[src/rtl/ufm_access_ctrl_pkg.sv]
// Shared types for the UFM access controller: sequencer states and UFM opcodes.
package ufm_access_ctrl_pkg;

  typedef enum logic [2:0] {
    ST_INIT  = 3'd0,
    ST_IDLE  = 3'd1,
    ST_ISSUE = 3'd2,
    ST_WAIT  = 3'd3,
    ST_RESP  = 3'd4
  } state_e;

  typedef enum logic [1:0] {
    UFM_OP_READ  = 2'b00,
    UFM_OP_PROG  = 2'b01,
    UFM_OP_ERASE = 2'b10,
    UFM_OP_ILL   = 2'b11
  } ufm_op_e;

endpackage

[src/rtl/ufm_rr_arb.sv]
// Two-way round-robin arbiter; the registered pointer remembers the port granted last.
module ufm_rr_arb (
  input  logic       clk,
  input  logic       rst,
  input  logic [1:0] req_i,
  input  logic       take_i,
  output logic       valid_o,
  output logic       sel_o
);

  logic lastGnt_q;

  // On contention the port that was not served last wins; reset favours port 0.
  always_comb begin
    valid_o = |req_i;
    if (&req_i) begin
      sel_o = ~lastGnt_q;
    end else begin
      sel_o = req_i[1];
    end
  end

  always_ff @(posedge clk or posedge rst) begin
    if (rst) begin
      lastGnt_q <= 1'b1;
    end else if (take_i) begin
      lastGnt_q <= sel_o;
    end
  end

endmodule

[src/rtl/ufm_access_ctrl.sv]
// Two-port arbiter/sequencer for the ALTUFM parallel interface with per-operation timeout.
// Define UFM_VERIFY_EN to add an automatic read-back check after every program operation.
module ufm_access_ctrl
  import ufm_access_ctrl_pkg::*;
#(
  parameter int ADDR_W     = 9,
  parameter int DATA_W     = 16,
  parameter int STROBE_CYC = 2,
  parameter int TIMEOUT    = 4096
) (
  input  logic              clk,
  input  logic              rst,
  input  logic              r0_req,
  input  logic [1:0]        r0_op,
  input  logic [ADDR_W-1:0] r0_addr,
  input  logic [DATA_W-1:0] r0_wdata,
  output logic              r0_gnt,
  output logic              r0_done,
  output logic              r0_err,
  output logic [DATA_W-1:0] r0_rdata,
  input  logic              r1_req,
  input  logic [1:0]        r1_op,
  input  logic [ADDR_W-1:0] r1_addr,
  input  logic [DATA_W-1:0] r1_wdata,
  output logic              r1_gnt,
  output logic              r1_done,
  output logic              r1_err,
  output logic [DATA_W-1:0] r1_rdata,
  output logic [ADDR_W-1:0] ufm_addr,
  output logic [DATA_W-1:0] ufm_datain,
  output logic              ufm_nread,
  output logic              ufm_nprogram,
  output logic              ufm_nerase,
  input  logic [DATA_W-1:0] ufm_dataout,
  input  logic              ufm_nbusy,
  input  logic              ufm_data_valid,
  output logic              busy
);

  localparam int TMO_W = $clog2(TIMEOUT + 1);
  localparam logic [TMO_W-1:0] TMO_LAST  = TMO_W'(TIMEOUT - 1);
  localparam logic [3:0]       STRB_LAST = 4'(STROBE_CYC);

  state_e            state_q, state_d;
  ufm_op_e           op_q, op_d;
  logic              owner_q, owner_d;
  logic [ADDR_W-1:0] addr_q, addr_d;
  logic [DATA_W-1:0] wdata_q, wdata_d;
  logic [3:0]        strbCnt_q, strbCnt_d;
  logic [TMO_W-1:0]  tmoCnt_q, tmoCnt_d;
  logic              seenBusy_q, seenBusy_d;
  logic              verify_q, verify_d;
  logic              nRead_q, nRead_d;
  logic              nProg_q, nProg_d;
  logic              nErase_q, nErase_d;
  logic [1:0]        gnt_q, gnt_d;
  logic [1:0]        done_q, done_d;
  logic [1:0]        err_q, err_d;
  logic [DATA_W-1:0] rdata0_q, rdata0_d;
  logic [DATA_W-1:0] rdata1_q, rdata1_d;
  logic              arbValid, arbSel, arbTake, tmoRun;

  ufm_rr_arb u_arb (
    .clk     (clk),
    .rst     (rst),
    .req_i   ({r1_req, r0_req}),
    .take_i  (arbTake),
    .valid_o (arbValid),
    .sel_o   (arbSel)
  );

  always_comb begin
    state_d    = state_q;
    op_d       = op_q;
    owner_d    = owner_q;
    addr_d     = addr_q;
    wdata_d    = wdata_q;
    strbCnt_d  = strbCnt_q;
    tmoCnt_d   = tmoCnt_q;
    seenBusy_d = seenBusy_q;
    verify_d   = verify_q;
    nRead_d    = 1'b1;
    nProg_d    = 1'b1;
    nErase_d   = 1'b1;
    gnt_d      = 2'b00;
    done_d     = 2'b00;
    err_d      = 2'b00;
    rdata0_d   = rdata0_q;
    rdata1_d   = rdata1_q;
    arbTake    = 1'b0;

    // The timeout window opens on the first strobe-low cycle and covers the whole wait.
    tmoRun = ((state_q == ST_ISSUE) && (strbCnt_q != 4'd0)) ||
             ((state_q == ST_WAIT) && (op_q != UFM_OP_ILL));
    if (tmoRun) begin
      tmoCnt_d = tmoCnt_q + TMO_W'(1);
      if (!ufm_nbusy) begin
        seenBusy_d = 1'b1;
      end
    end

    case (state_q)
      ST_INIT: begin
        if (ufm_nbusy) begin
          state_d = ST_IDLE;
        end
      end
      ST_IDLE: begin
        if (arbValid) begin
          arbTake        = 1'b1;
          owner_d        = arbSel;
          op_d           = arbSel ? ufm_op_e'(r1_op) : ufm_op_e'(r0_op);
          addr_d         = arbSel ? r1_addr : r0_addr;
          wdata_d        = arbSel ? r1_wdata : r0_wdata;
          gnt_d[arbSel]  = 1'b1;
          strbCnt_d      = 4'd0;
          tmoCnt_d       = '0;
          seenBusy_d     = 1'b0;
          verify_d       = 1'b0;
          state_d        = (op_d == UFM_OP_ILL) ? ST_WAIT : ST_ISSUE;
        end
      end
      ST_ISSUE: begin
        // First ISSUE cycle is address setup with strobes high, then STROBE_CYC low cycles.
        if (strbCnt_q == STRB_LAST) begin
          state_d = ST_WAIT;
        end else begin
          strbCnt_d = strbCnt_q + 4'd1;
          if (verify_q || (op_q == UFM_OP_READ)) begin
            nRead_d = 1'b0;
          end else if (op_q == UFM_OP_PROG) begin
            nProg_d = 1'b0;
          end else begin
            nErase_d = 1'b0;
          end
        end
      end
      ST_WAIT: begin
        if (op_q == UFM_OP_ILL) begin
          done_d[owner_q] = 1'b1;
          err_d[owner_q]  = 1'b1;
          state_d         = ST_RESP;
        end else if (verify_q || (op_q == UFM_OP_READ)) begin
          if (ufm_data_valid) begin
            if (owner_q) begin
              rdata1_d = ufm_dataout;
            end else begin
              rdata0_d = ufm_dataout;
            end
            done_d[owner_q] = 1'b1;
            err_d[owner_q]  = verify_q && (ufm_dataout != wdata_q);
            state_d         = ST_RESP;
          end
        end else if (seenBusy_q && ufm_nbusy) begin
`ifdef UFM_VERIFY_EN
          if (op_q == UFM_OP_PROG) begin
            verify_d   = 1'b1;
            strbCnt_d  = 4'd0;
            tmoCnt_d   = '0;
            seenBusy_d = 1'b0;
            state_d    = ST_ISSUE;
          end else begin
            done_d[owner_q] = 1'b1;
            state_d         = ST_RESP;
          end
`else
          done_d[owner_q] = 1'b1;
          state_d         = ST_RESP;
`endif
        end
      end
      ST_RESP: begin
        verify_d = 1'b0;
        state_d  = ST_IDLE;
      end
      default: begin
        state_d = ST_INIT;
      end
    endcase

    // A stalled flash may still be busy, so a timeout returns to INIT rather than IDLE.
    if (tmoRun && (tmoCnt_q == TMO_LAST) && (state_d == state_q)) begin
      done_d[owner_q] = 1'b1;
      err_d[owner_q]  = 1'b1;
      nRead_d         = 1'b1;
      nProg_d         = 1'b1;
      nErase_d        = 1'b1;
      state_d         = ST_INIT;
    end
  end

  always_ff @(posedge clk or posedge rst) begin
    if (rst) begin
      state_q    <= ST_INIT;
      op_q       <= UFM_OP_READ;
      owner_q    <= 1'b0;
      addr_q     <= '0;
      wdata_q    <= '0;
      strbCnt_q  <= 4'd0;
      tmoCnt_q   <= '0;
      seenBusy_q <= 1'b0;
      verify_q   <= 1'b0;
      nRead_q    <= 1'b1;
      nProg_q    <= 1'b1;
      nErase_q   <= 1'b1;
      gnt_q      <= 2'b00;
      done_q     <= 2'b00;
      err_q      <= 2'b00;
      rdata0_q   <= '0;
      rdata1_q   <= '0;
    end else begin
      state_q    <= state_d;
      op_q       <= op_d;
      owner_q    <= owner_d;
      addr_q     <= addr_d;
      wdata_q    <= wdata_d;
      strbCnt_q  <= strbCnt_d;
      tmoCnt_q   <= tmoCnt_d;
      seenBusy_q <= seenBusy_d;
      verify_q   <= verify_d;
      nRead_q    <= nRead_d;
      nProg_q    <= nProg_d;
      nErase_q   <= nErase_d;
      gnt_q      <= gnt_d;
      done_q     <= done_d;
      err_q      <= err_d;
      rdata0_q   <= rdata0_d;
      rdata1_q   <= rdata1_d;
    end
  end

  assign r0_gnt       = gnt_q[0];
  assign r1_gnt       = gnt_q[1];
  assign r0_done      = done_q[0];
  assign r1_done      = done_q[1];
  assign r0_err       = err_q[0];
  assign r1_err       = err_q[1];
  assign r0_rdata     = rdata0_q;
  assign r1_rdata     = rdata1_q;
  assign ufm_addr     = addr_q;
  assign ufm_datain   = wdata_q;
  assign ufm_nread    = nRead_q;
  assign ufm_nprogram = nProg_q;
  assign ufm_nerase   = nErase_q;
  assign busy         = (state_q != ST_IDLE);

endmodule
[config.mk]
export PLATFORM = sky130hd
export DESIGN_NAME = ufm_access_ctrl
export DESIGN_NICKNAME = d
export VERILOG_FILES = /design/src/rtl/ufm_access_ctrl_pkg.sv /design/src/rtl/ufm_rr_arb.sv /design/src/rtl/ufm_access_ctrl.sv
export SDC_FILE = /design/constraint.sdc
export NUM_CORES = 1
export LEC_CHECK = 0
export BUFFER_PORTS_ARGS = -buffer_cell sky130_fd_sc_hd__buf_2
export CORE_ASPECT_RATIO = 1.1
export CORE_MARGIN = 3
export CORE_UTILIZATION = 50
export DETAILED_ROUTE_END_ITERATION = 6
export GPL_TIMING_DRIVEN = 0
export PLACE_DENSITY = 0.88
export SLEW_MARGIN = 25
export SYNTH_ARGS = -nofsm -noshare
export SYNTH_HDL_FRONTEND = slang
export SYNTH_SLANG_ARGS = --single-unit
export TNS_END_PERCENT = 1
[constraint.sdc]
create_clock -name clk -period 3.41 [get_ports clk]
set_clock_uncertainty 0.05 [all_clocks]
set_input_delay 0.1705 -clock clk [delete_from_list [all_inputs] [get_ports clk]]
set_output_delay 0.1705 -clock clk [all_outputs]
set_load 0.05 [all_outputs]
## After elaboration in Yosys (flattened, before gate mapping)

Index checks and enable logic that the tools add are counted.

- Register bits: 92
- Bits of input ports: 76
- Output and inout port bits: 67

- $add $sub $neg: 2
- $lt $le $gt $ge: 4
- Equal/unequal tests: 15
- Multiplexer cells: 59
- Bitwise logic cells: 6
- Reduce and logical (&&, ||, !) cells: 22

Operators by type and width:

| cell | number |
|---|---|
| 13-bit two-way mux | 3 |
| 2-bit two-way mux | 14 |
| 1-bit two-way mux | 25 |
| 3-bit two-way mux | 8 |
| 16-bit two-way mux | 1 |
| 16-bit inequality test | 1 |
| 3-bit case mux with 5 select lines | 1 |
| 13-bit by 1-bit adder with 13-bit output (second input constant) | 1 |
| 13-bit by 12-bit == test with 1-bit output (second input constant) | 1 |
| 5-bit AND reduction | 2 |
| 9-bit two-way mux | 1 |
| 1-bit logical AND | 8 |
| 4-bit two-way mux | 2 |
| 4-bit case mux with 2 select lines | 1 |
| 3-bit by 2-bit == test with 1-bit output (second input constant) | 2 |
| 2-bit inequality test (second input constant) | 3 |
| 2-bit AND reduction | 3 |
| 4-bit by 1-bit adder with 4-bit output (second input constant) | 1 |
| 2-bit == test (second input constant) | 2 |
| 4-bit by 2-bit == test with 1-bit output (second input constant) | 1 |
| 1-bit by 2-bit less-than comparator with 1-bit output (second input constant) | 2 |
| 2-bit bitwise OR | 2 |
| 2-bit nonzero test | 2 |
| 4-bit nonzero test | 1 |
| 15 further kinds | 20 |

## Depth between registers and ports, before layout

- Depth in word-level cells: 11
- Gate-level depth with buffers: 7
- Mapped depth without buffers: 7

## By module

Synthesis repeated with hierarchy kept, for this count alone.

- Cell total of the unflattened synthesis: 346
- Area, all modules: 4,170.2 µm²

By module, submodules not included:

| module | times used | cells an instance | area each (µm²) | sequential area each (µm²) |
|---|---|---|---|---|
| ufm_access_ctrl | 1 | 341 | 4,107.7 | 2,255.9 |
| ufm_rr_arb | 1 | 5 | 62.6 | 26.3 |

## Worst setup path after synthesis

No wires, ideal clock.

- Path type: reg-to-reg
- Start: register state_q[0]
- End: register addr_q[8] (netlist: ufm_addr[8])
- Setup time: 0.135 ns
- Arrival: 1.852 ns
- Path slack: 1.373 ns
- Stages on the path, launching flop included: 8
- Buffers on the path: 3
- Cell sequence: dfrtp_1 buf_2 or3b_1 or2_1 buf_2 buf_2 nand2_1 o21ai_0

- Word-level cells in the longest chain between the ends: 2

Ends and longest elaborated chain:

| item | line | RTL |
|---|---|---|
| from (decl) | ufm_access_ctrl.sv:44 | `state_e state_q, state_d;` |
| from (signal assigned) | ufm_access_ctrl.sv:212 | `state_q <= state_d;` |
| 3-bit by 1-bit == test with 1-bit output | ufm_access_ctrl.sv:102 | `case (state_q)` |
| 2-bit AND reduction (no source line) | - |  |
| to (signal assigned) | ufm_access_ctrl.sv:215 | `addr_q <= addr_d;` |
| to (decl) | ufm_access_ctrl.sv:47 | `logic [ADDR_W-1:0] addr_q, addr_d;` |

Every way passes these cells.
A chain may end at the register's enable or synchronous reset.

## Worst setup path after layout

- Start: register state_q[2]
- End: register rdata0_q[3] (netlist: r0_rdata[3])

- Word-level cells in the longest chain between the ends: 2

Ends and longest elaborated chain:

| item | line | RTL |
|---|---|---|
| 3-bit by 2-bit == test with 1-bit output | ufm_access_ctrl.sv:102 |  |
| 5-bit AND reduction (no source line) | - |  |
| to (signal assigned) | ufm_access_ctrl.sv:227 | `rdata0_q <= rdata0_d;` |
| to (decl) | ufm_access_ctrl.sv:59 | `logic [DATA_W-1:0] rdata0_q, rdata0_d;` |

Every way passes these cells.

==> metrics.yaml <==
status: "finished clean"
synth-seq-cells: 91
path_max_fanout: 10
cpMaxStageDelayCell: "dfrtp_1"
cts.path.max_buffers: 2
start_kind: "flop"
seqPwrFrac: 0.336
drive_gt1_frac: 0.398
grt_util_all_layers: 0.217
syn_nets: 436
ant_nets: 0
first_pass_iters: 4
cts_resized: 0
vdd_drop_max_uv: 693
place_hpwl_um: 7340
viasPerCell: 5.21
gr-usage-met2: 0.387
drv_slew: 0
hold_viol: 0
maxCapViolCount: 0
grt_pass1_wl_um: 16100
required_ps: 3600
placed_area_um2: 5020
wl_um: 9910
cpPeakStageDelay_ps: 490
clock_latency_ps: 360
h-tree-depth: 3
synthArstFlopShare: 1.00
cts_setup_buffers: 0
cts_tree: "done"
gr-usage-met3: 0.0483
die_y_um: 101
dp.cells: 607
path_cells: "and2b_4 -> nand4_1 -> nor2_2 -> buf_2 -> mux2_2"
power_leakage_uw: 0.00272
clockPowerShare: 0.138
portBuffers: 142
vias: 3313
syn2layout_area_growth_pct: 29.4
synth.largest_area_cell: "dfrtp_1"
cp.arrival_ps: 2390
final_cells: 636
synth_enable_flop_cells: 0
power.net_switching_uw: 2740
synth_seq_area_share: 0.552
synth_area_um2: 4140
setup_violations: 0
nNetsFinal: 603
yosys-top-cells-area: "dfrtp_1, mux2i_1, mux2_2, nand2_1, o21ai_0"
rrSetupSlack_ps: 1210
p_sw_frac: 0.502
path_clk_slew_ps: 100
hold_class: "in -> reg"
wl_per_cell_um: 15.6
fp-row-count: 34
tightestPinTransition_ps: 736
numCtsBuffers: 9
first_iter_violations: 128
grt_max_degree: 64
cts_sinks: 91
ys.warnings.count: 0
synthesis.instances: 356
fmax_ghz: 0.455
core-area_um2: 8000
crit_type: "reg -> reg"
layout_setup_ws_ps: 1210
design_area_um2: 5350
grt_pass1_vias: 3428
power_frac_comb: 0.527
synth_top_area_frac: 0.526
power_uw: 5460
gp_congestion: 0.884
p_int_uw: 2720
die_w_um: 92.7
use_met1: 0.260
root_buffer: "clkbuf_8"
grt.busiest_layer: "met2"
avgSynthCellArea_um2: 11.6
whs_ps: 16.0
relSlewSlack: 0.509
p_per_area_nw_per_um2: 1020
n_antenna_cell: 0
antenna_found_initial: 0
grt-ovfl-total: 0
io_pins: 143
rsz0062_at_grt: "false"
initial_core_util: 0.517
period_minus_slack_ps: 2200
ys_types: 49
dp_slack_ps: 1220
drc_errors: 0
synth_flop_cell: "dfrtp_1"
worstSetupEndpointType: "flop"
dieArea_um2: 9400
period_share: 0.645
[state kept, by name, summed over array words and instances (netlist names), 3 cells and up]
signal	cells
tmoCnt_q	13
ufm_datain	16
state_q	3
r1_rdata	16
ufm_addr	9
r0_rdata	16
strbCnt_q	4
[cell usage in the layout (no fill, tap or decap), types with 13 or more instances in the layout]
cell and instances:
mux2i_1 29, dfrtp_1 87, mux2_2 23, nor2_1 21, nand3_1 16, buf_2 150
dlygate4sd3_1 13, o21ai_0 23, nand2_1 38
[path summary, 6_finish.rpt]
check,start,to,cells past startpoint
worst max-delay path,state_q[2],r0_rdata[3],5
worst min-delay path,ufm_dataout[0],r1_rdata[0],2
worst max register to register,state_q[2],r0_rdata[3],5
worst min register to register,ufm_datain[1],ufm_datain[1],2
max in group asynchronous,rst,u_arb.lastGnt_q,4
min in group asynchronous,rst,r1_rdata[13],3
[cell type report]
class                           count  area, um2
Multi-Input combinational cell    240       1720
Clock inverter                      7       83.8
Inverter                            8       35.0
Sequential cell                    91       2280
Fill cell                         623       2640
Tap cell                          108        135
Buffer                             17        110
Clock buffer                        9        124
Timing Repair Buffer              156        868
[Yosys cell counts (3+ instances only)]
master / instances
a21oi_1: 6
and2_1: 3
and3_2: 4
buf_2: 8
clkbuf_1: 7
dfrtp_1: 87
dfstp_2: 4
ha_1: 4
inv_1: 8
mux2_1: 10
mux2_2: 23
mux2i_1: 29
nand2_1: 38
nand3_1: 16
nand4_1: 5
nor2_1: 21
o211ai_1: 3
o21ai_0: 23
o21ai_1: 7
xor2_1: 10
[stage by stage]
stage | setup TNS (ps) | utilization
5_1_grt | 0 | 0.669
2_1_floorplan | 0 | -
6_report | 0 | 0.669
3_3_place_gp | -3360 | 0.623
3_5_place_dp | 0 | 0.627
4_1_cts | 0 | 0.667
[critical path, delay by kind of cell, from the launching register on]
| kind | cells | cell delay [ps] |
|---|---|---|
| and+or+nand+nor | 3 | 830 |
| buffers and inverters | 1 | 330 |
| muxes | 1 | 390 |
| DFF | 1 | 490 |
[cell families after synthesis]
group / Yosys count / synth area share
AND/OR/NAND/NOR: 110 / 0.136
multiplexers: 62 / 0.160
XOR/XNOR: 12 / 0.0254
buffers and inverters: 25 / 0.0339
AO/OA/AOI/OAI: 52 / 0.0810
flip-flops: 91 / 0.552
adder cells (fa/ha/maj): 4 / 0.0121
[metal layers]
layer  routed length (um)  vias to the layer above
met3                  756                       11
met5                    0                        -
li1                     -                     1577
met1                 3990                     1587
met2                 5040                      138
met4                  125                        0
[timing repair]
item,in CTS,in global routing
endpoints found under the hold margin,40,2
setup endpoints to repair,0,0
hold buffers,11,2
[power groups by stage]
stage | clock network, uW | registers [uW] | logic (uW)
final | 752 | 1830 | 2880
after global routing | 816 | 1890 | 3070
after CTS | 763 | 1830 | 2890
after detailed placement | 0 | 1840 | 2880
after global placement | 0 | 1810 | 2810
after floorplan | 0 | 3010 | 992
Note: power is estimated with default switching activity, not from simulation.
